==> src/rtl/dmem_array_loader.sv <==
// dmem_array_loader: preloads NUM_ELEMS 64-bit elements into a byte-addressed
// data memory as little-endian byte writes, holding the core in reset until
// the whole array has been written.
// Optional feature macro: DMEM_LOADER_CHECKSUM_EN (running 64-bit element sum).
//
// Handshake: an element transfers on a rising edge where in_valid && in_ready;
// in_ready is high only in ACCEPT and the producer must hold in_data stable
// while in_valid is high and in_ready is low.
// dbg_state exposes the FSM state register for observation.
module dmem_array_loader #(
    parameter int NUM_ELEMS  = 8,
    parameter int BASE_ADDR  = 0,
    parameter int ADDR_WIDTH = 8
) (
    input  logic                  clk,
    input  logic                  reset,
    input  logic                  start,
    input  logic                  in_valid,
    output logic                  in_ready,
    input  logic [63:0]           in_data,
    output logic                  mem_we,
    output logic [ADDR_WIDTH-1:0] mem_addr,
    output logic [7:0]            mem_wdata,
    output logic                  core_reset,
    output logic                  busy,
    output logic                  done,
    output logic [3:0]            count,
    output logic [63:0]           checksum,
    output logic [1:0]            dbg_state
);

    typedef enum logic [1:0] {
        IDLE   = 2'd0,
        ACCEPT = 2'd1,
        WRITE  = 2'd2,
        DONE   = 2'd3
    } state_t;

    localparam logic [3:0] LAST_COUNT = 4'(NUM_ELEMS);

    state_t                state_q, state_d;
    logic [63:0]           elem_q, elem_d;
    logic [2:0]            byte_idx_q, byte_idx_d;
    logic [3:0]            count_q, count_d;
    logic                  mem_we_q, mem_we_d;
    logic [ADDR_WIDTH-1:0] mem_addr_q, mem_addr_d;
    logic [7:0]            mem_wdata_q, mem_wdata_d;
    logic                  core_reset_q, core_reset_d;
    logic                  busy_q, busy_d;
    logic                  done_q, done_d;
    logic [31:0]           elem_addr;
    logic [31:0]           byte_addr;
    logic [2:0]            next_idx;

    // Byte address of the current element's byte 0, at full precision.
    assign elem_addr = 32'(BASE_ADDR) + {25'd0, count_q, 3'b000};
    assign next_idx  = byte_idx_q + 3'd1;

    assign in_ready   = (state_q == ACCEPT);
    assign mem_we     = mem_we_q;
    assign mem_addr   = mem_addr_q;
    assign mem_wdata  = mem_wdata_q;
    assign core_reset = core_reset_q;
    assign busy       = busy_q;
    assign done       = done_q;
    assign count      = count_q;
    assign dbg_state  = state_q;

    // Next-state and registered-output decode.
    always_comb begin
        state_d      = state_q;
        elem_d       = elem_q;
        byte_idx_d   = byte_idx_q;
        count_d      = count_q;
        mem_we_d     = 1'b0;
        mem_addr_d   = mem_addr_q;
        mem_wdata_d  = mem_wdata_q;
        core_reset_d = core_reset_q;
        busy_d       = busy_q;
        done_d       = done_q;
        byte_addr    = elem_addr;
        case (state_q)
            IDLE, DONE: begin
                if (start) begin
                    state_d      = ACCEPT;
                    busy_d       = 1'b1;
                    done_d       = 1'b0;
                    core_reset_d = 1'b1;
                    count_d      = 4'd0;
                end
            end
            ACCEPT: begin
                // Byte 0 is issued straight from in_data so it appears in the
                // cycle right after the handshake edge.
                if (in_valid) begin
                    elem_d      = in_data;
                    byte_idx_d  = 3'd0;
                    state_d     = WRITE;
                    mem_we_d    = 1'b1;
                    mem_addr_d  = elem_addr[ADDR_WIDTH-1:0];
                    mem_wdata_d = in_data[7:0];
                end
            end
            WRITE: begin
                if (byte_idx_q == 3'd7) begin
                    count_d = count_q + 4'd1;
                    if (count_q + 4'd1 == LAST_COUNT) begin
                        state_d      = DONE;
                        busy_d       = 1'b0;
                        done_d       = 1'b1;
                        core_reset_d = 1'b0;
                    end else begin
                        state_d = ACCEPT;
                    end
                end else begin
                    byte_idx_d  = next_idx;
                    byte_addr   = elem_addr + {29'd0, next_idx};
                    mem_we_d    = 1'b1;
                    mem_addr_d  = byte_addr[ADDR_WIDTH-1:0];
                    mem_wdata_d = elem_q[{next_idx, 3'b000} +: 8];
                end
            end
            default: state_d = IDLE;
        endcase
    end

    // State and output registers.
    always_ff @(posedge clk or negedge reset) begin
        if (!reset) begin
            state_q      <= IDLE;
            elem_q       <= 64'd0;
            byte_idx_q   <= 3'd0;
            count_q      <= 4'd0;
            mem_we_q     <= 1'b0;
            mem_addr_q   <= '0;
            mem_wdata_q  <= 8'd0;
            core_reset_q <= 1'b1;
            busy_q       <= 1'b0;
            done_q       <= 1'b0;
        end else begin
            state_q      <= state_d;
            elem_q       <= elem_d;
            byte_idx_q   <= byte_idx_d;
            count_q      <= count_d;
            mem_we_q     <= mem_we_d;
            mem_addr_q   <= mem_addr_d;
            mem_wdata_q  <= mem_wdata_d;
            core_reset_q <= core_reset_d;
            busy_q       <= busy_d;
            done_q       <= done_d;
        end
    end

`ifdef DMEM_LOADER_CHECKSUM_EN
    logic [63:0] checksum_q;
    logic        hs;
    logic        load_start;

    assign hs         = in_ready && in_valid;
    assign load_start = ((state_q == IDLE) || (state_q == DONE)) && start;
    assign checksum   = checksum_q;

    // Wrapping sum of accepted elements, cleared when a load starts.
    always_ff @(posedge clk or negedge reset) begin
        if (!reset) begin
            checksum_q <= 64'd0;
        end else if (load_start) begin
            checksum_q <= 64'd0;
        end else if (hs) begin
            checksum_q <= checksum_q + in_data;
        end
    end
`else
    assign checksum = 64'd0;
`endif

endmodule

==> config.mk <==
export PLATFORM = sky130hd
export DESIGN_NAME = dmem_array_loader
export DESIGN_NICKNAME = d
export VERILOG_FILES = /design/src/rtl/dmem_array_loader.sv
export SDC_FILE = /design/constraint.sdc
export NUM_CORES = 1
export LEC_CHECK = 0
export CORE_MARGIN = 4
export CORE_UTILIZATION = 45
export DETAILED_ROUTE_END_ITERATION = 10
export PLACE_DENSITY = 0.82
export SETUP_SLACK_MARGIN = 0.2
export SYNTH_ARGS = -nofsm -noshare
export SYNTH_HDL_FRONTEND = slang
export SYNTH_SLANG_ARGS = --single-unit
==> constraint.sdc <==
create_clock -name clk -period 4.9 [get_ports clk]
set_clock_uncertainty 0.15 [all_clocks]
set_input_delay 0.98 -clock clk [delete_from_list [all_inputs] [get_ports clk]]
set_output_delay 0.98 -clock clk [all_outputs]
set_load 0.005 [all_outputs]
# == After elaboration in Yosys (flattened, before gate mapping) ==
# Cells that the tools add are included.
# totals
ff_bits,93
# op_classes
n_addsub,3
eq_ne,10
shift,1
muxes,28
n_reduce_logical,9
# op_table
operator,n
64-bit by 7-bit variable part select with 8-bit output,1
8-bit two-way mux,4
8-bit one-hot mux with 2 select lines,2
"2-bit != test, second input constant",5
3-bit AND reduction,3
7-bit by 3-bit adder with 8-bit output,1
1-bit two-way mux,8
2-bit two-way mux,4
4-bit two-way mux,2
4-bit one-hot mux with 2 select lines,1
3-bit two-way mux,2
1-bit one-hot mux with 2 select lines,3
2-bit one-hot mux with 3 select lines,1
3-bit one-hot mux with 2 select lines,1
"4-bit by 1-bit adder with 4-bit output, second input constant",1
"2-bit == test, second input constant",2
"4-bit == test, second input constant",1
4-bit AND reduction,1
2-bit nonzero test,2
"3-bit by 1-bit adder with 3-bit output, second input constant",1
"3-bit == test, second input constant",1
"2-bit by 1-bit == test with 1-bit output, second input constant",1
2-bit logical NOT,1
2-bit AND reduction,1
2-bit OR reduction,1

# == Logic depth before layout (Yosys ltp) ==
# Gate-level depths: netlist of run 1.
# logic_depth
ltp_word,5
depth_mapped,7
ltp_nobuf,6

# == Worst setup path after synthesis of run 1 ==
# Ideal clock, no wire load.
# synth_path
kind,input to register
from,input port in_valid
to,register mem_addr_q[4] (netlist: mem_addr[4])
arrival_ns,1.974
t_required_ns,4.625
slack_ns,2.652
cell_stages,5
path_cell_list,nand2b_1 > o21ai_0 > a21oi_1 > buf_4 > mux2_2
# synth_via
elab_chain_cells,2
# synth_lines
item,line_no,text
from (decl),18,"input logic in_valid,"
2-bit != test (no line),-,
3-bit AND reduction (no line),-,
to (signal assigned),146,mem_addr_q <= mem_addr_d;
to (decl),46,"logic [ADDR_WIDTH-1:0] mem_addr_q, mem_addr_d;"
# No other way between the ends.
# A chain may end at the register's enable or synchronous reset.

# == Final worst setup path of run 1 ==
# layout_path
from,input port in_valid
to,register mem_wdata_q[2] (netlist: mem_wdata[2])
# layout_via
elab_chain_cells,2
# layout_lines
item,line_no,text
2-bit != test (no line),-,
3-bit AND reduction (no line),-,
to (signal assigned),147,mem_wdata_q <= mem_wdata_d;
to (decl),47,"logic [7:0] mem_wdata_q, mem_wdata_d;"
# No other way between the ends.

==> flow_summary.ini, run 1 <==
[worst_setup_path]
worstSetupPathType = primary input to flip-flop
worst_setup_path_end_kind = flip-flop
worstPathCellList = clkdlybuf4s50_1, nand2_2, buf_4, o31a_1, o32a_1
cp_data_arrival_time_ns = 3.08
cpPeakStageDelay_ns = 0.57
cp.required_ns = 4.99
path_max_fanout = 44
worst_setup_path_start_kind = primary input
slowest_stage = clkdlybuf4s50_1

[global_route]
antenna_found_initial = 0
grt_pass1_wl_um = 15260
grt-ovfl-total = 0
track_usage = 0.1656
grt_max_degree = 90
grt_pass1_vias = 2958

[min_path]
hp-class = flip-flop to flip-flop

[clocking]
clock-sinks = 89
clk_pin_slew_ns = 0.09
clock-root-buffer = clkbuf_8
post_cts_buffers = 0
ctsResizeCount = 0
cts_tree = yes
clock_path_buffers = 2
htreeDepth = 3
clk_latency_ns = 0.36
holdBufCountCts = 0
cts_inserted_buffers = 9

[synthesis]
synth.top_cell.area_share = 0.4758
synthXorXnorAreaFrac = 0.001892
syn_avg_cell_area_um2 = 12.34
syn_area_um2 = 4628
synth_area_leaders = dfrtp_1 48%, mux2_2 17%, buf_4 11%
synth_top_family_by_area = multiplexers
ys_seq_elements = 89
synth_seq_area_share = 0.4815
synth_cell_type_count = 38
synth-compound-area-share = 0.07516
synthAdderAreaFrac = 0.01352
synthSimpleGateAreaFrac = 0.05109
synthMuxAreaShare = 0.2436
yosysTopAreaCell = dfrtp_1
syn_inst = 375
ys_warn_count = 0

[floorplan]
rows = 36
die_w_um = 109.4
core_area_um2 = 9910
ioPinCount = 159
start_util = 0.4670
die_area_um2 = 11970
die_h_um = 109.4

[timing]
worstMarginPinSlew_ns = 1.097
grt_setup_unrepaired = false
hold_violations = 0
finalCriticalPeriod_ns = 2.992
slew_headroom = 0.2684
setup_viol = 0
setup_tns_ns = 0
finalCritPeriodShare = 0.6106
drv_slew = 0
fmax_mhz = 334.2

[detailed_routing]
vias_per_cell = 5.033
drt_iter0_drc = 121
dr.pass1.iters = 4
ant_nets = 0
avgRoutedWirePerCell_um = 16.01
drc = 0
route.vias.total = 3025
totalWireLength_um = 9622

[pwr]
ir_drop_mv = 0.2390
p_leak_nw = 2.389
powerDensity_nw_per_um2 = 538.7

[place]
place.gp.congestion = 0.7385
hpwl_um = 7043
portBuffers = 93

[final_layout]
diodes = 0
nets = 536
layout_commonest_cell = clkdlybuf4s50_1
final_util = 0.5664
final_layout_size_suffix_gt1_frac = 0.2137
area_growth_pct = 21.28
layout_common_cells = 92 x clkdlybuf4s50_1, 88 x dfrtp_1, 69 x mux2_2

[run_status]
status = finished, final reports clean

[flow_run]
drv_cap = 0
-- layout make-up --
type / count / area (µm²)
tap: 133 / 166.4
clock inverter: 5 / 62.56
inverter: 7 / 26.28
timing repair buffer: 97 / 958.4
fill: 831 / 4297
multi-input combinational: 259 / 2029
sequential: 89 / 2228
clock buffer: 11 / 141.4
-- sequential cells by signal, summed over array words and instances, names as in the netlist --
signal / cells
done: 1
count: 4
core_reset: 1
byte_idx_q: 2
dbg_state: 2
elem_q: 64
mem_we: 1
mem_wdata: 8
busy: 1
mem_addr: 5
-- per-stage QoR --
step           instance area, µm²  total power [mW]  hold slack (ns)  cells  setup slack [ns]
6_report                     5613             3.024           0.3437    601             1.908
5_1_grt                      5613             3.230           0.3674    601             1.802
4_1_cts                      5613             3.058           0.3489    601             1.910
3_5_place_dp                 5409             2.538           0.3329    585             1.536
3_3_place_gp                 5409             2.473           0.3258    585             1.597
2_1_floorplan                4868             2.156           0.3219    439             2.652
-- kinds of logic (layout without fill, tap and decap cells) --
kind of cell,Yosys count,count (layout)
AND/OR/NAND/NOR,46,46
flip-flops,89,89
adder cells (fa/ha/maj),5,5
buffers and inverters,91,120
multiplexers,94,94
other,1,65
XOR/XNOR,1,1
AO/OA/AOI/OAI,48,48
-- Yosys cell counts --
library cell   n
o22ai_1        7
mux2i_1       17
o32a_1         7
nor2b_1        4
buf_6          1
inv_1          7
o221ai_1       1
dfrtp_1       88
a221o_1        1
conb_1         1
nand2_1       13
o21ai_0       12
buf_4         67
nand3_1        7
a22o_1         3
and3_1         6
nand3b_1       2
clkbuf_1       5
nor2_1         4
xor2_1         1
nor3_1         3
ha_1           5
a22oi_1        1
or3_1          1
a2bb2oi_1      1
a21oi_1        4
a211oi_1       1
mux2_2        69
o31a_1         7
o21a_1         2
or2_2          1
buf_2         10
dfstp_2        1
nand2b_1       4
mux4_2         8
buf_1          1
nor3b_1        1
a32oi_1        1
-- critical path, delay by kind of cell --
kind | cells | cell delay (ns)
AOI/OAI and AO/OA | 2 | 0.59
buffers and inverters | 2 | 1.05
and+or+nand+nor | 1 | 0.43
-- power by group --
group | switching, mW | internal, mW
Combinational | 0.556 | 0.725
Sequential | 0.167 | 1.06
Clock | 0.267 | 0.254
-- per-layer routing --
metal	share of wire	up-vias	wire [µm]	track usage
met5	0	-	0	0
met4	0.0098	0	94	0.03740
met3	0.093	11	891	0.05109
met2	0.49	133	4699	0.2759
met1	0.41	1495	3937	0.2126
li1	-	1386	-	-
-- worst paths after layout --
path / slack, ns / end / start / cells after the start
max: 1.91 / mem_wdata[2]$_DFFE_PN0P_ / in_valid / 5
min: 0.34 / core_reset$_DFFE_PN1P_ / core_reset$_DFFE_PN1P_ / 2
max reg2reg: 2.24 / mem_wdata[2]$_DFFE_PN0P_ / dbg_state[1]$_DFFE_PN0P_ / 6
min reg2reg: 0.34 / core_reset$_DFFE_PN1P_ / core_reset$_DFFE_PN1P_ / 2
max in group asynchronous: 3.22 / mem_addr[4]$_DFFE_PN0P_ / reset / 1
min in group asynchronous: 0.67 / elem_q[36]$_DFFE_PN0P_ / reset / 1
Power figures use the tool's default switching activity.
==> inputs of run 2 (changes only) <==
==> constraint.sdc (replaced) <==
create_clock -name clk -period 2.8 [get_ports clk]
set_clock_uncertainty 0.15 [all_clocks]
set_input_delay 0.56 -clock clk [delete_from_list [all_inputs] [get_ports clk]]
set_output_delay 0.56 -clock clk [all_outputs]
set_load 0.005 [all_outputs]
==> flow_summary.ini, run 2 (synthesis gave the netlist of run 1 again) <==
[place]
hpwl_um = 7842
place.gp.congestion = 0.7699
placed_area_um2 = 5479
portBuffers = 93

[clocking]
clock-root-buffer = clkbuf_8
htreeDepth = 3
clk_latency_ns = 0.36
clock_path_buffers = 2
cts_tree = yes
holdBufCountCts = 0
clock-sinks = 89
clk_pin_slew_ns = 0.09
post_cts_buffers = 0
cts_inserted_buffers = 9
ctsResizeCount = 0

[floorplan]
die_h_um = 109.4
die_area_um2 = 11970
die_w_um = 109.4
core_area_um2 = 9910
ioPinCount = 159
start_util = 0.4670
rows = 36

[global_route]
track_usage = 0.1717
grt_max_degree = 52
grt-ovfl-total = 0
grt_pass1_vias = 3095
antenna_found_initial = 0
grt_pass1_wl_um = 15630

[flow_run]
drv_cap = 0

[detailed_routing]
route.vias.total = 3097
avgRoutedWirePerCell_um = 16.76
drc = 0
vias_per_cell = 5.102
drt_iter0_drc = 232
ant_nets = 0
totalWireLength_um = 10180
dr.pass1.iters = 4

[run_status]
status = finished, final reports clean

[pwr]
ir_drop_mv = 0.4270
internal_power_mw = 3.515
p_switching_mw = 1.727
p_leak_nw = 2.408
powerDensity_nw_per_um2 = 928.3
swShare = 0.3294
finalPower_mw = 5.242
p_seq_frac = 0.410
pwr-share-clk = 0.150
pwr-share-comb = 0.441

[worst_setup_path]
worstReg2RegStart = byte_idx_q[1]$_DFFE_PN0P_
crit_end = in_ready
crit_path_start = dbg_state[1]$_DFFE_PN0P_
cp.required_ns = 2.09
path_max_fanout = 9
worstSetupPathType = flip-flop to output port
reg2reg_depth = 6
rr_endpoint = mem_wdata[4]$_DFFE_PN0P_
ff2ff_setup_slack_ns = 0.46
worst_setup_path_start_kind = flip-flop
worst_setup_path_end_kind = output port
cp_data_arrival_time_ns = 1.81

[final_layout]
area_growth_pct = 22.01
final_layout_size_suffix_gt1_frac = 0.2173
diodes = 0
largest_reg_flops = 64
stdcell_area_um2 = 5647
layout_commonest_cell = clkdlybuf4s50_1
layout_common_cells = 92 x clkdlybuf4s50_1, 88 x dfrtp_1, 69 x mux2_2
fill_cells = 811
largest-register = elem_q
nets = 542

[timing]
setup_tns_ns = 0
drv_slew = 0
worstMarginPinSlew_ns = 0.6547
fmax_mhz = 397.3
hold_violations = 0
finalCriticalPeriod_ns = 2.517
grt_setup_unrepaired = false
slew_headroom = 0.5635
setup_viol = 0
finalCritPeriodShare = 0.8989

[min_path]
hp-class = primary input to asynchronous set/reset pin
run 2: cell type report:
| class | instances | area [µm²] | share of cell area |
|---|---|---|---|
| well taps | 133 | 166.4 | 0.02947 |
| inverters | 7 | 26.28 | 0.004653 |
| repair buffers | 103 | 1028 | 0.1821 |
| multi-input cells | 259 | 2029 | 0.3594 |
| clock buffers | 14 | 152.6 | 0.02703 |
| flip-flops and latches | 89 | 2228 | 0.3946 |
| clock inverters | 2 | 15.01 | 0.002659 |
run 2: per-layer routing:
metal  vias up  share of wire  global-route usage
met5         -              0                   0
met4         0          0.028             0.07836
met3        25          0.094             0.04228
met2       171           0.48              0.2825
met1      1487           0.39              0.2137
li1       1414              -                   -
run 2: power by group through the flow:
stage / Combinational [mW] / Clock [mW] / Sequential, mW
after detailed placement: 2.31 / 0 / 2.18
after floorplan: 1.70 / 0 / 2.08
after global routing: 2.51 / 0.849 / 2.21
after CTS: 2.32 / 0.799 / 2.15
final: 2.31 / 0.784 / 2.15
after global placement: 2.23 / 0 / 2.13
run 2: critical path, stage by stage, from the launching register on:
cell             delay (ns)
dfrtp_1                0.42
inv_1                  0.10
ha_1                   0.35
clkdlybuf4s50_1        0.58
run 2: through the flow:
step                      cells    util  worst slack [ns]  hold WS, ns
after floorplan             439       -            0.6991       0.1144
after CTS                   607  0.5698            0.2823      0.09623
after global placement      591  0.5529            0.3231       0.3235
after global routing        607  0.5698            0.2086       0.1200
after detailed placement    591  0.5529            0.2439       0.3353
final                       607  0.5698            0.2831      0.07383
run 2: how the worst min path moves through the flow:
stage	startpoint	to	slack, ns	cells after the start
2_1_floorplan	reset	busy$_DFFE_PN0P_	0.11	0
3_3_place_gp	core_reset$_DFFE_PN1P_	core_reset$_DFFE_PN1P_	0.32	2
3_5_place_dp	core_reset$_DFFE_PN1P_	core_reset$_DFFE_PN1P_	0.34	2
4_1_cts	reset	elem_q[50]$_DFFE_PN0P_	0.1	1
5_1_grt	reset	elem_q[12]$_DFFE_PN0P_	0.12	1
6_report	reset	elem_q[60]$_DFFE_PN0P_	0.07	1
